File: src/rtl/bus_sync_edge.sv
// Brings the asynchronous RPi bus strobe, direction and data into the clk_100mhz
// domain and produces single-cycle rise/fall pulses for the strobe.
module bus_sync_edge #(
    parameter int DATA_W = 8
) (
    input  logic              clk_100mhz,
    input  logic              reset,
    input  logic              bus_clk,
    input  logic              bus_rnw,
    input  logic [DATA_W-1:0] bus_data_in,
    output logic              rnw_sync,
    output logic [DATA_W-1:0] data_sync,
    output logic              clk_rise,
    output logic              clk_fall
);

    // [0] metastable stage, [1] synchronised, [2] previous synchronised value
    logic [2:0]        clk_sh_q;
    logic [1:0]        rnw_sh_q;
    logic [DATA_W-1:0] data_meta_q;
    logic [DATA_W-1:0] data_sync_q;

    always_ff @(posedge clk_100mhz) begin
        if (reset) begin
            clk_sh_q    <= '0;
            rnw_sh_q    <= '0;
            data_meta_q <= '0;
            data_sync_q <= '0;
        end else begin
            clk_sh_q    <= {clk_sh_q[1:0], bus_clk};
            rnw_sh_q    <= {rnw_sh_q[0], bus_rnw};
            data_meta_q <= bus_data_in;
            data_sync_q <= data_meta_q;
        end
    end

    assign rnw_sync  = rnw_sh_q[1];
    assign data_sync = data_sync_q;
    assign clk_rise  = clk_sh_q[1] & ~clk_sh_q[2];
    assign clk_fall  = ~clk_sh_q[1] & clk_sh_q[2];

endmodule

File: config.mk
export PLATFORM = sky130hd
export DESIGN_NAME = bus_sync_edge
export DESIGN_NICKNAME = d
export VERILOG_FILES = /design/src/rtl/bus_sync_edge.sv
export SDC_FILE = /design/constraint.sdc
export NUM_CORES = 1
export LEC_CHECK = 0
export BUFFER_PORTS_ARGS = -buffer_cell sky130_fd_sc_hd__buf_2
export CAP_MARGIN = 40
export CORE_MARGIN = 2
export CORE_UTILIZATION = 40
export DETAILED_ROUTE_END_ITERATION = 16
export PLACE_DENSITY = 0.69
export SYNTH_ARGS = -nofsm -noshare
export SYNTH_HDL_FRONTEND = slang
export SYNTH_SLANG_ARGS = --single-unit
File: constraint.sdc
create_clock -name clk_100mhz -period 0.8 [get_ports clk_100mhz]
set_input_delay 0.08 -clock clk_100mhz [delete_from_list [all_inputs] [get_ports clk_100mhz]]
set_output_delay 0.08 -clock clk_100mhz [all_outputs]
set_load 0.01 [all_outputs]
Yosys cells after proc, flatten, opt, wreduce, memory -nomap -nowiden

Index checks and enable logic that the tools add are counted.

Bitwise gates (word level): 4

Operator list:

| cell              | number |
|---|---|
| 1-bit bitwise AND | 2 |
| 1-bit NOT         | 2 |

Register bits: 21
Input port bits: 12
Output and inout bits: 11
Logic and storage cells: 8

Logic depth before layout (Yosys ltp)

Gate-level depths: netlist of the first run.

Word-level depth: 2
Gate-level depth with buffers: 2
Gate-level depth less buffers: 1

Least setup slack after synthesis of the first run

No wires, ideal clock.

Path type: register to output
From: register clk_sh_q[1]
To: output clk_rise
Arrival: 0.520 ns
Data required time: 0.720 ns
Path slack: 0.200 ns
Cell stages (with the launch flop): 2
Path buffers: 0
Cell sequence: dfxtp_1 -> nor2b_1

Longest elaborated chain between the ends: 1

RTL lines:

| what                   | RTL line | source |
|---|---|---|
| start, declared        | 18       | `logic [2:0] clk_sh_q;` |
| start signal, assigned | 30       | `clk_sh_q <= {clk_sh_q[1:0], bus_clk};` |
| 1-bit bitwise AND      | 39       | `assign clk_rise = clk_sh_q[1] & ~clk_sh_q[2];` |
| end, declared          | 13       | `output logic clk_rise,` |

No other way between the ends.

Final worst setup path of the first run

From: register clk_sh_q[2]
To: output clk_fall

Longest elaborated chain between the ends: 1

RTL lines:

| what              | RTL line | source |
|---|---|---|
| 1-bit bitwise AND | 40       | `assign clk_fall = ~clk_sh_q[1] & clk_sh_q[2];` |
| end, declared     | 14       | `output logic clk_fall` |

No other way between the ends.

==> results by group, run 1 <==
Placed design
  – GP Congestion: 0.579
  – Placed cell count: 83
  – I/O Buffers: 22

Floorplan
  – IO Count: 23
  – Core box area: 0.00151 mm²
  – Die area: 0.00193 mm²
  – Die Span Y: 43.9 µm
  – Initial cell density of the core: 42.3%
  – Num rows: 14
  – Die X: 43.9 µm

Timing
  – Final Hold Fails: 0
  – Worst Tran Pin Value: 0.136 ns
  – Post-layout min period: 0.977 ns
  – Fin Hold WS: 0.146 ns
  – Max Slew Vio Count: 0
  – Slew headroom: 90.9%
  – RSZ-0062 raised after global routing: yes
  – FMAX: 1020 MHz
  – Period utilization: 122%
  – Setup TNS: -0.391 ns
  – Clock Skews: 0.00555 ns
  – Setup Viol. Count Final: 10
  – Min setup slack post-route: -0.177 ns

Cells and area
  – FILL cells: 141
  – Area of the multi-input gates: 201 µm²
  – Fin nets: 94
  – Area delta synth->final: 45.0%
  – Register Area: 425 µm²
  – Diode count: 0
  – Share of layout cells above drive strength 1: 64.2%
  – Final non-filler cell total: 97

Power and ir drop
  – Internal: 1400 µW
  – Logic pwr share: 10.4%
  – Sequential power share: 62.8%
  – Sw frac: 20.4%
  – P_sw: 359 µW
  – Peak VDD IR: 1280 µV
  – P_leak: 0.000417 µW
  – Pwr Density: 1910 mW/mm²
  – Power share of the clock group: 26.8%

Setup path
  – Startpoint types: flop
  – CP Capture Point: clk_fall
  – Worst EP required: 0.72 ns
  – Setup CP Type: flop to primary output
  – Reg-to-Reg End: clk_sh_q[2]
  – CP arrival: 0.90 ns
  – Crit Path Max Fanout: 2
  – Length in cells of the worst reg-to-reg path: 1
  – R2R Setup Slk: 0.23 ns
  – Critical R2R Launch: clk_sh_q[1]
  – Crit. End Element: primary output
  – Crit path launch: clk_sh_q[2]

Clocking
  – Clock latency on the worst-skew pair: 0.29 ns
  – Sink Count: 21
  – CTS buffer count: 3
  – H-tree level count: 1
  – CTS tree: yes
  – CTS Root Cell: clkbuf_4
  – Worst-path clk slew: 0.10 ns
  – Clk buf depth: 2
  – Post-CTS Setup Bufs: 0

Synthesis
  – Count of cell types in the netlist: 4
  – Synth Instances: 46
  – Post-synthesis sequential area ratio: 66.0%
  – Mean Syn Cell Area: 13.8 µm²
  – Top cell type's share of synthesized area: 66.0%
  – Area contributors post-synth: dfxtp_1 (66%), nor2b_2 (28%), buf_6 (3.5%)
  – Leading area contributor after synthesis: dfxtp_1
  – Syn nets: 58
  – Mapped Area: 637 µm²
  – Synthesized flop and latch total: 21
  – Yosys warnings: 0

Global routing
  – Largest net degree at the start of global routing: 22
  – First-pass GRT wire length: 1250 µm
  – Vias in the first global route: 328
  – Initial antenna violation count: 0
  – GRT Overall Usage: 9.19%
  – Gr ovfl total: 0

Detailed routing
  – Router iterations before antenna repair: 1
  – Via count: 399
  – DR DRC count: 0
  – DR iter-0 viols: 0
  – Routed WL: 845 µm
  – Avg Vias per Cell: 4.11
  – Routed Antenna Nets: 0
  – WL per Instance: 8.71 µm

Hold path
  – Worst Hold Class: input port to flop
  – Hold wc startpoint: reset

Outcome
  – Outcome: finished with violations
  – Failing checks: setup timing

Job
  – Max Cap Viol: 0
==> power groups by stage <==
stage / sequential, µW / combinational [µW] / clock [µW]
after CTS: 1100 / 177 / 499
after global routing: 1110 / 197 / 531
after detailed placement: 1130 / 139 / 0
final: 1110 / 183 / 471
after global placement: 1130 / 137 / 0
after floorplan: 1140 / 75.9 / 0
==> worst min-delay path by stage <==
stage,endpoint,cells after the start
3_5_place_dp,rnw_sh_q[0],2
3_3_place_gp,data_meta_q[4],2
2_1_floorplan,data_sync[7],1
4_1_cts,data_sync[1],3
6_report,clk_sh_q[2],3
5_1_grt,data_sync[2],3
==> cells by family (layout without fill, tap and decap cells) <==
kind of cell | count (synthesis) | in the layout | share of synthesized area, %
flops | 21 | 21 | 66.0
buf+inv | 2 | 37 | 3.54
simple gates | 23 | 23 | 30.5
==> critical path, stage by stage (launching register included) <==
cell and delay, ns:
dfxtp_2 0.36, nor2b_1 0.12, buf_2 0.13
==> synthesized netlist by cell type <==
cell and count:
dfxtp_1 21, nor2b_2 20, nor2b_1 3, buf_6 2
==> registers in the layout (all words and copies together) (netlist names) <==
name,count
clk_sh_q,3
rnw_sh_q,2
data_sync,8
data_meta_q,8
==> metal layers <==
| layer | GRT usage (%) | wire length [µm] | part of all wire (%) | vias up |
|---|---|---|---|---|
| li1 | - | - | - | 206 |
| met2 | 17.6 | 470 | 56 | 9 |
| met3 | 3.75 | 37 | 4.4 | 0 |
| met5 | 0 | 0 | 0 | - |
| met4 | 5.45 | 0 | 0 | 0 |
| met1 | 7.55 | 337 | 40 | 184 |
==> placed cells by master (no fill, tap or decap) <==
cell and n:
buf_12 1, buf_2 19, buf_6 3, clkbuf_4 3
clkinv_2 1, dfxtp_1 17, dfxtp_2 4, dlygate4sd3_1 10
nor2b_1 2, nor2b_2 20, nor2b_4 1
==> per-stage QoR <==
step	total power (µW)	utilization, %	setup WS, ns	cell area, µm²
final	1760	61.3	-0.177	923
after global routing	1840	61.3	-0.228	923
after CTS	1780	59.4	-0.166	895
after detailed placement	1270	50.7	0.154	764
after global placement	1260	50.7	0.173	764
after floorplan	1210	-	0.200	637
==> timing repair <==
item,in CTS,in global routing
endpoints found under the hold margin,10,0
setup endpoints to repair,11,11
pin swaps,0,0
gates resized for setup,2,6
hold buffers,10,0
==> final cells by class <==
class / count / area share (%)
repair buffers: 33 / 27.0
flip-flops and latches: 21 / 46.1
multi-input cells: 23 / 21.8
well taps: 16 / 2.17
clock inverters: 1 / 0.542
clock buffers: 3 / 2.44
Power figures use the tool's default switching activity.
==> inputs of run 2 (changes only) <==
CORE_UTILIZATION = 44   (was 40)
CTS_BUF_LIST = sky130_fd_sc_hd__clkbuf_4 sky130_fd_sc_hd__clkbuf_8   (was unset)
PLACE_DENSITY = 0.75   (was 0.69)
==> run 2 against run 1 <==
Effect of this change: the run still ends with setup timing left; worst hold slack got worse by 0.11 ns; total power grew 0.31%; critical path depth unchanged; register-to-register slack about the same; routed wire length grew 6.2%; design area down 1.6%; flip-flop and latch count unchanged; die area down 8.3%; global-route usage rose by 1.9 points; critical endpoint is now clk_rise; largest cell class unchanged.
==> results by group, run 2 (synthesized netlist as in run 1, its figures left out) <==
Outcome
  – Outcome: finished with violations
  – Failing checks: setup timing

Clocking
  – Clock latency on the worst-skew pair: 0.29 ns
  – Sink Count: 21
  – CTS Root Cell: clkbuf_4
  – CTS buffer count: 3
  – H-tree level count: 1
  – Clk buf depth: 2
  – Worst-path clk slew: 0.10 ns
  – CTS tree: yes

Power and ir drop
  – Power Total: 1770 µW
  – Peak VDD IR: 1180 µV
  – P_sw: 368 µW
  – Sequential power share: 62.6%
  – Sw frac: 20.9%
  – Pwr Density: 1940 mW/mm²
  – Internal: 1400 µW
  – Logic pwr share: 10.2%
  – Power share of the clock group: 27.3%
  – P_leak: 0.000415 µW

Floorplan
  – Num rows: 13
  – Die area: 0.00177 mm²
  – Die Span Y: 42.0 µm
  – IO Count: 23
  – Initial cell density of the core: 47.7%
  – Die X: 42.0 µm
  – Core box area: 0.00133 mm²

Setup path
  – Critical path, cell by cell: nor2b_1 -> buf_2
  – Setup CP Type: flop to primary output
  – Largest stage delay on the critical path: 0.34 ns
  – Slowest cell on the critical path: dfxtp_2
  – Crit Path Max Fanout: 3
  – Startpoint types: flop
  – CP arrival: 0.87 ns
  – Worst EP required: 0.72 ns
  – Crit path buf inv count: 1
  – Crit. End Element: primary output
  – Delay-heaviest family, CP: flip-flops

Timing
  – Fin Hold WS: 0.0381 ns
  – Max Slew Vio Count: 0
  – Period utilization: 119%
  – FMAX: 1050 MHz
  – Slew headroom: 89.8%
  – Post-layout min period: 0.952 ns
  – RSZ-0062 raised after global routing: yes
  – Min setup slack post-route: -0.152 ns
  – Final Hold Fails: 0
  – Clock Skews: 0.00433 ns
  – Worst Tran Pin Value: 0.153 ns
  – Setup Viol. Count Final: 11

Cells and area
  – Fin nets: 94
  – Area of the multi-input gates: 194 µm²
  – Diode count: 0
  – Most frequent cells in the layout: nor2b_2 (20), buf_2 (20), dfxtp_1 (17)
  – Final non-filler cell total: 96
  – Register Area: 425 µm²
  – Area delta synth->final: 42.6%
  – FILL cells: 116
  – Share of layout cells above drive strength 1: 63.0%
  – Finished Cell Area: 908 µm²

Placed design
  – Placed cell count: 82
  – Post-place setup slack: 0.153 ns
  – I/O Buffers: 22
  – GP Congestion: 0.597
  – Placed wire-length estimate: 561 µm
  – Post-placement cell area: 763 µm²

Global routing
  – Largest net degree at the start of global routing: 18
  – Vias in the first global route: 353
  – First-pass GRT wire length: 1390 µm
  – Gr ovfl total: 0
  – Initial antenna violation count: 0
  – GRT Overall Usage: 11.1%

Detailed routing
  – DR DRC count: 0
  – Via count: 394
  – Router iterations before antenna repair: 1
  – Routed Antenna Nets: 0
  – DR iter-0 viols: 0
  – WL per Instance: 9.34 µm
  – Avg Vias per Cell: 4.10
  – Routed WL: 897 µm

Job
  – Max Cap Viol: 0

Hold path
  – Worst Hold Class: input port to flop
[run 2: what timing repair did]
action / 4_1_cts / 5_1_grt
hold endpoints to repair: 10 / 0
hold buffers: 10 / 0
resized for setup: 2 / 4
setup endpoints to repair: 11 / 11
gates cloned: 0 / 0
buffers inserted: 0 / 0
[run 2: cell type report]
class                   instances  area share, %
well taps                      15           2.07
multi-input cells              23           21.3
clock buffers                   3           2.48
clock inverters                 1          0.551
repair buffers                 33           26.7
flip-flops and latches         21           46.8
[run 2: routing by layer]
metal	GRT usage (%)	vias up	part of all wire (%)	wire (µm)
met5	0	-	0	0
met4	11.3	0	3.0	27
met3	2.59	4	5.4	48
met2	18.8	14	53	473
met1	10.8	169	39	346
li1	-	207	-	-
[run 2: power by group through the flow]
| stage | Combinational, µW | Sequential [µW] | Clock, µW |
|---|---|---|---|
| 2_1_floorplan | 75.9 | 1140 | 0 |
| 3_3_place_gp | 136 | 1130 | 0 |
| 3_5_place_dp | 139 | 1130 | 0 |
| 4_1_cts | 176 | 1100 | 506 |
| 5_1_grt | 193 | 1110 | 553 |
| 6_report | 179 | 1100 | 481 |
[run 2: worst paths after layout]
check / start / end / slack (ns) / cells after the start
worst max-delay path: clk_sh_q[1] / clk_rise / -0.15 / 2
worst min-delay path: reset / rnw_sh_q[1] / 0.04 / 2
worst max register to register: clk_sh_q[1] / clk_sh_q[2] / 0.24 / 1
worst min register to register: data_meta_q[3] / data_sync[3] / 0.44 / 1
[run 2: through the flow]
| step | utilization (%) | setup TNS (ns) |
|---|---|---|
| 2_1_floorplan | - | 0 |
| 3_3_place_gp | 57.2 | 0 |
| 3_5_place_dp | 57.2 | 0 |
| 4_1_cts | 67.0 | -0.613 |
| 5_1_grt | 68.1 | -0.923 |
| 6_report | 68.1 | -0.417 |
==> inputs of run 3 (changes only) <==
GPL_TIMING_DRIVEN = 0   (was unset)
==> run 3 against run 2 <==
Effect of this change: the run still ends with setup timing left; global-route usage is 0.50 points lower; worst hold slack better by 0.41 ns; register-to-register slack hardly changed; via count is 4.3% higher; die area stayed put; non-clock buffer count is 2 higher; critical path depth stayed put; count of clock-buffer cells in the layout stayed put; critical path type unchanged; largest cell class unchanged.
==> results by group, run 3 (synthesized netlist as in run 1, its figures left out) <==
Outcome
  – Outcome: finished with violations
  – Failing checks: setup timing

Cells and area
  – FILL cells: 110
  – Area delta synth->final: 48.7%
  – Final non-filler cell total: 98
  – Register Area: 429 µm²
  – Area of the multi-input gates: 194 µm²
  – Fin nets: 96
  – Finished Cell Area: 947 µm²
  – Final Core Density: 71.0%
  – Share of layout cells above drive strength 1: 66.3%
  – Diode count: 0
  – Most frequent cells in the layout: nor2b_2 (20), buf_2 (17), dfxtp_1 (14)
  – Commonest non-fill, non-tap cell in the layout: nor2b_2

Floorplan
  – Initial cell density of the core: 47.7%
  – IO Count: 23
  – Core box area: 0.00133 mm²
  – Die Span Y: 42.0 µm
  – Die area: 0.00177 mm²
  – Num rows: 13
  – Die X: 42.0 µm

Clocking
  – Worst-path clk slew: 0.11 ns
  – Clk buf depth: 2
  – Sink Count: 21
  – CTS Root Cell: clkbuf_4
  – Clock latency on the worst-skew pair: 0.29 ns
  – CTS buffer count: 3
  – CTS tree: yes
  – H-tree level count: 1

Global routing
  – GRT Overall Usage: 10.6%
  – Gr ovfl total: 0
  – First-pass GRT wire length: 1390 µm
  – Initial antenna violation count: 0
  – Vias in the first global route: 350
  – Largest net degree at the start of global routing: 13

Detailed routing
  – Routed Antenna Nets: 0
  – Via count: 411
  – DR iter-0 viols: 0
  – WL per Instance: 8.76 µm
  – Router iterations before antenna repair: 1
  – Avg Vias per Cell: 4.19
  – DR DRC count: 0
  – Routed WL: 858 µm

Setup path
  – Critical path, cell by cell: nor2b_1 -> buf_2
  – Crit. End Element: primary output
  – CP arrival: 0.87 ns
  – Crit Path Max Fanout: 3
  – Setup CP Type: flop to primary output
  – Largest stage delay on the critical path: 0.34 ns
  – Worst EP required: 0.72 ns
  – Startpoint types: flop
  – Slowest cell on the critical path: dfxtp_2

Job
  – Max Cap Viol: 0

Placed design
  – GP Congestion: 0.607
  – I/O Buffers: 22
  – Post-placement cell area: 766 µm²
  – Placed wire-length estimate: 577 µm
  – Placed cell count: 83

Timing
  – Slew headroom: 92.3%
  – RSZ-0062 raised after global routing: yes
  – Worst Tran Pin Value: 0.115 ns
  – Setup Viol. Count Final: 11
  – Min setup slack post-route: -0.148 ns
  – Final Hold Fails: 0
  – Clock Skews: 0.000455 ns
  – Post-layout min period: 0.948 ns
  – Period utilization: 118%
  – Max Slew Vio Count: 0
  – FMAX: 1050 MHz

Power and ir drop
  – Power Total: 1780 µW
  – Pwr Density: 1880 mW/mm²
  – P_leak: 0.000427 µW
  – Peak VDD IR: 1090 µV

Hold path
  – Worst Hold Class: flop to flop
==> run 3: through the flow <==
stage | hold slack, ns | TNS, ns | worst slack (ns)
after CTS | 0.454 | -0.584 | -0.162
final | 0.446 | -0.421 | -0.148
after detailed placement | 0.293 | 0 | 0.169
after global placement | 0.289 | 0 | 0.170
after floorplan | 0.152 | 0 | 0.200
after global routing | 0.457 | -0.931 | -0.225
==> run 3: final timing paths <==
kind                            cells past startpoint      startpoint  slack, ns      endpoint
worst min register to register                      1  data_meta_q[2]       0.45  data_sync[2]
worst min-delay path                                1  data_meta_q[2]       0.45  data_sync[2]
worst max-delay path                                2     clk_sh_q[1]      -0.15      clk_rise
worst max register to register                      1     clk_sh_q[1]       0.24   clk_sh_q[2]
==> run 3: worst max-delay path: cells and delay by family, from the launching register on <==
kind | cells | cell delay [ns]
flip-flops | 1 | 0.34
buffers and inverters | 1 | 0.13
AND/OR/NAND/NOR | 1 | 0.11
==> run 3: metal layers <==
layer | global-route usage [%] | up-vias | share of wire [%]
li1 | - | 209 | -
met1 | 11.7 | 186 | 39
met2 | 17.2 | 14 | 52
met3 | 3.45 | 2 | 7.5
met4 | 7.50 | 0 | 1.7
met5 | 0 | - | 0
==> run 3: where the power goes <==
group | internal, µW | switching, µW
logic | 128 | 63.0
clock network | 186 | 296
registers | 1100 | 11.7
==> run 3: timing repair <==
action,4_1_cts,5_1_grt
endpoints found under the hold margin,11,0
setup buffers,0,0
setup endpoints to repair,11,11
gates resized for setup,4,9
hold buffers,11,0
==> run 3: layout make-up <==
cell class,count,share of cell area [%]
clock buffer,3,2.38
tap,15,1.98
buffer,2,2.77
timing repair buffer,33,26.6
clock inverter,1,0.528
multi-input combinational,23,20.5
sequential,21,45.3
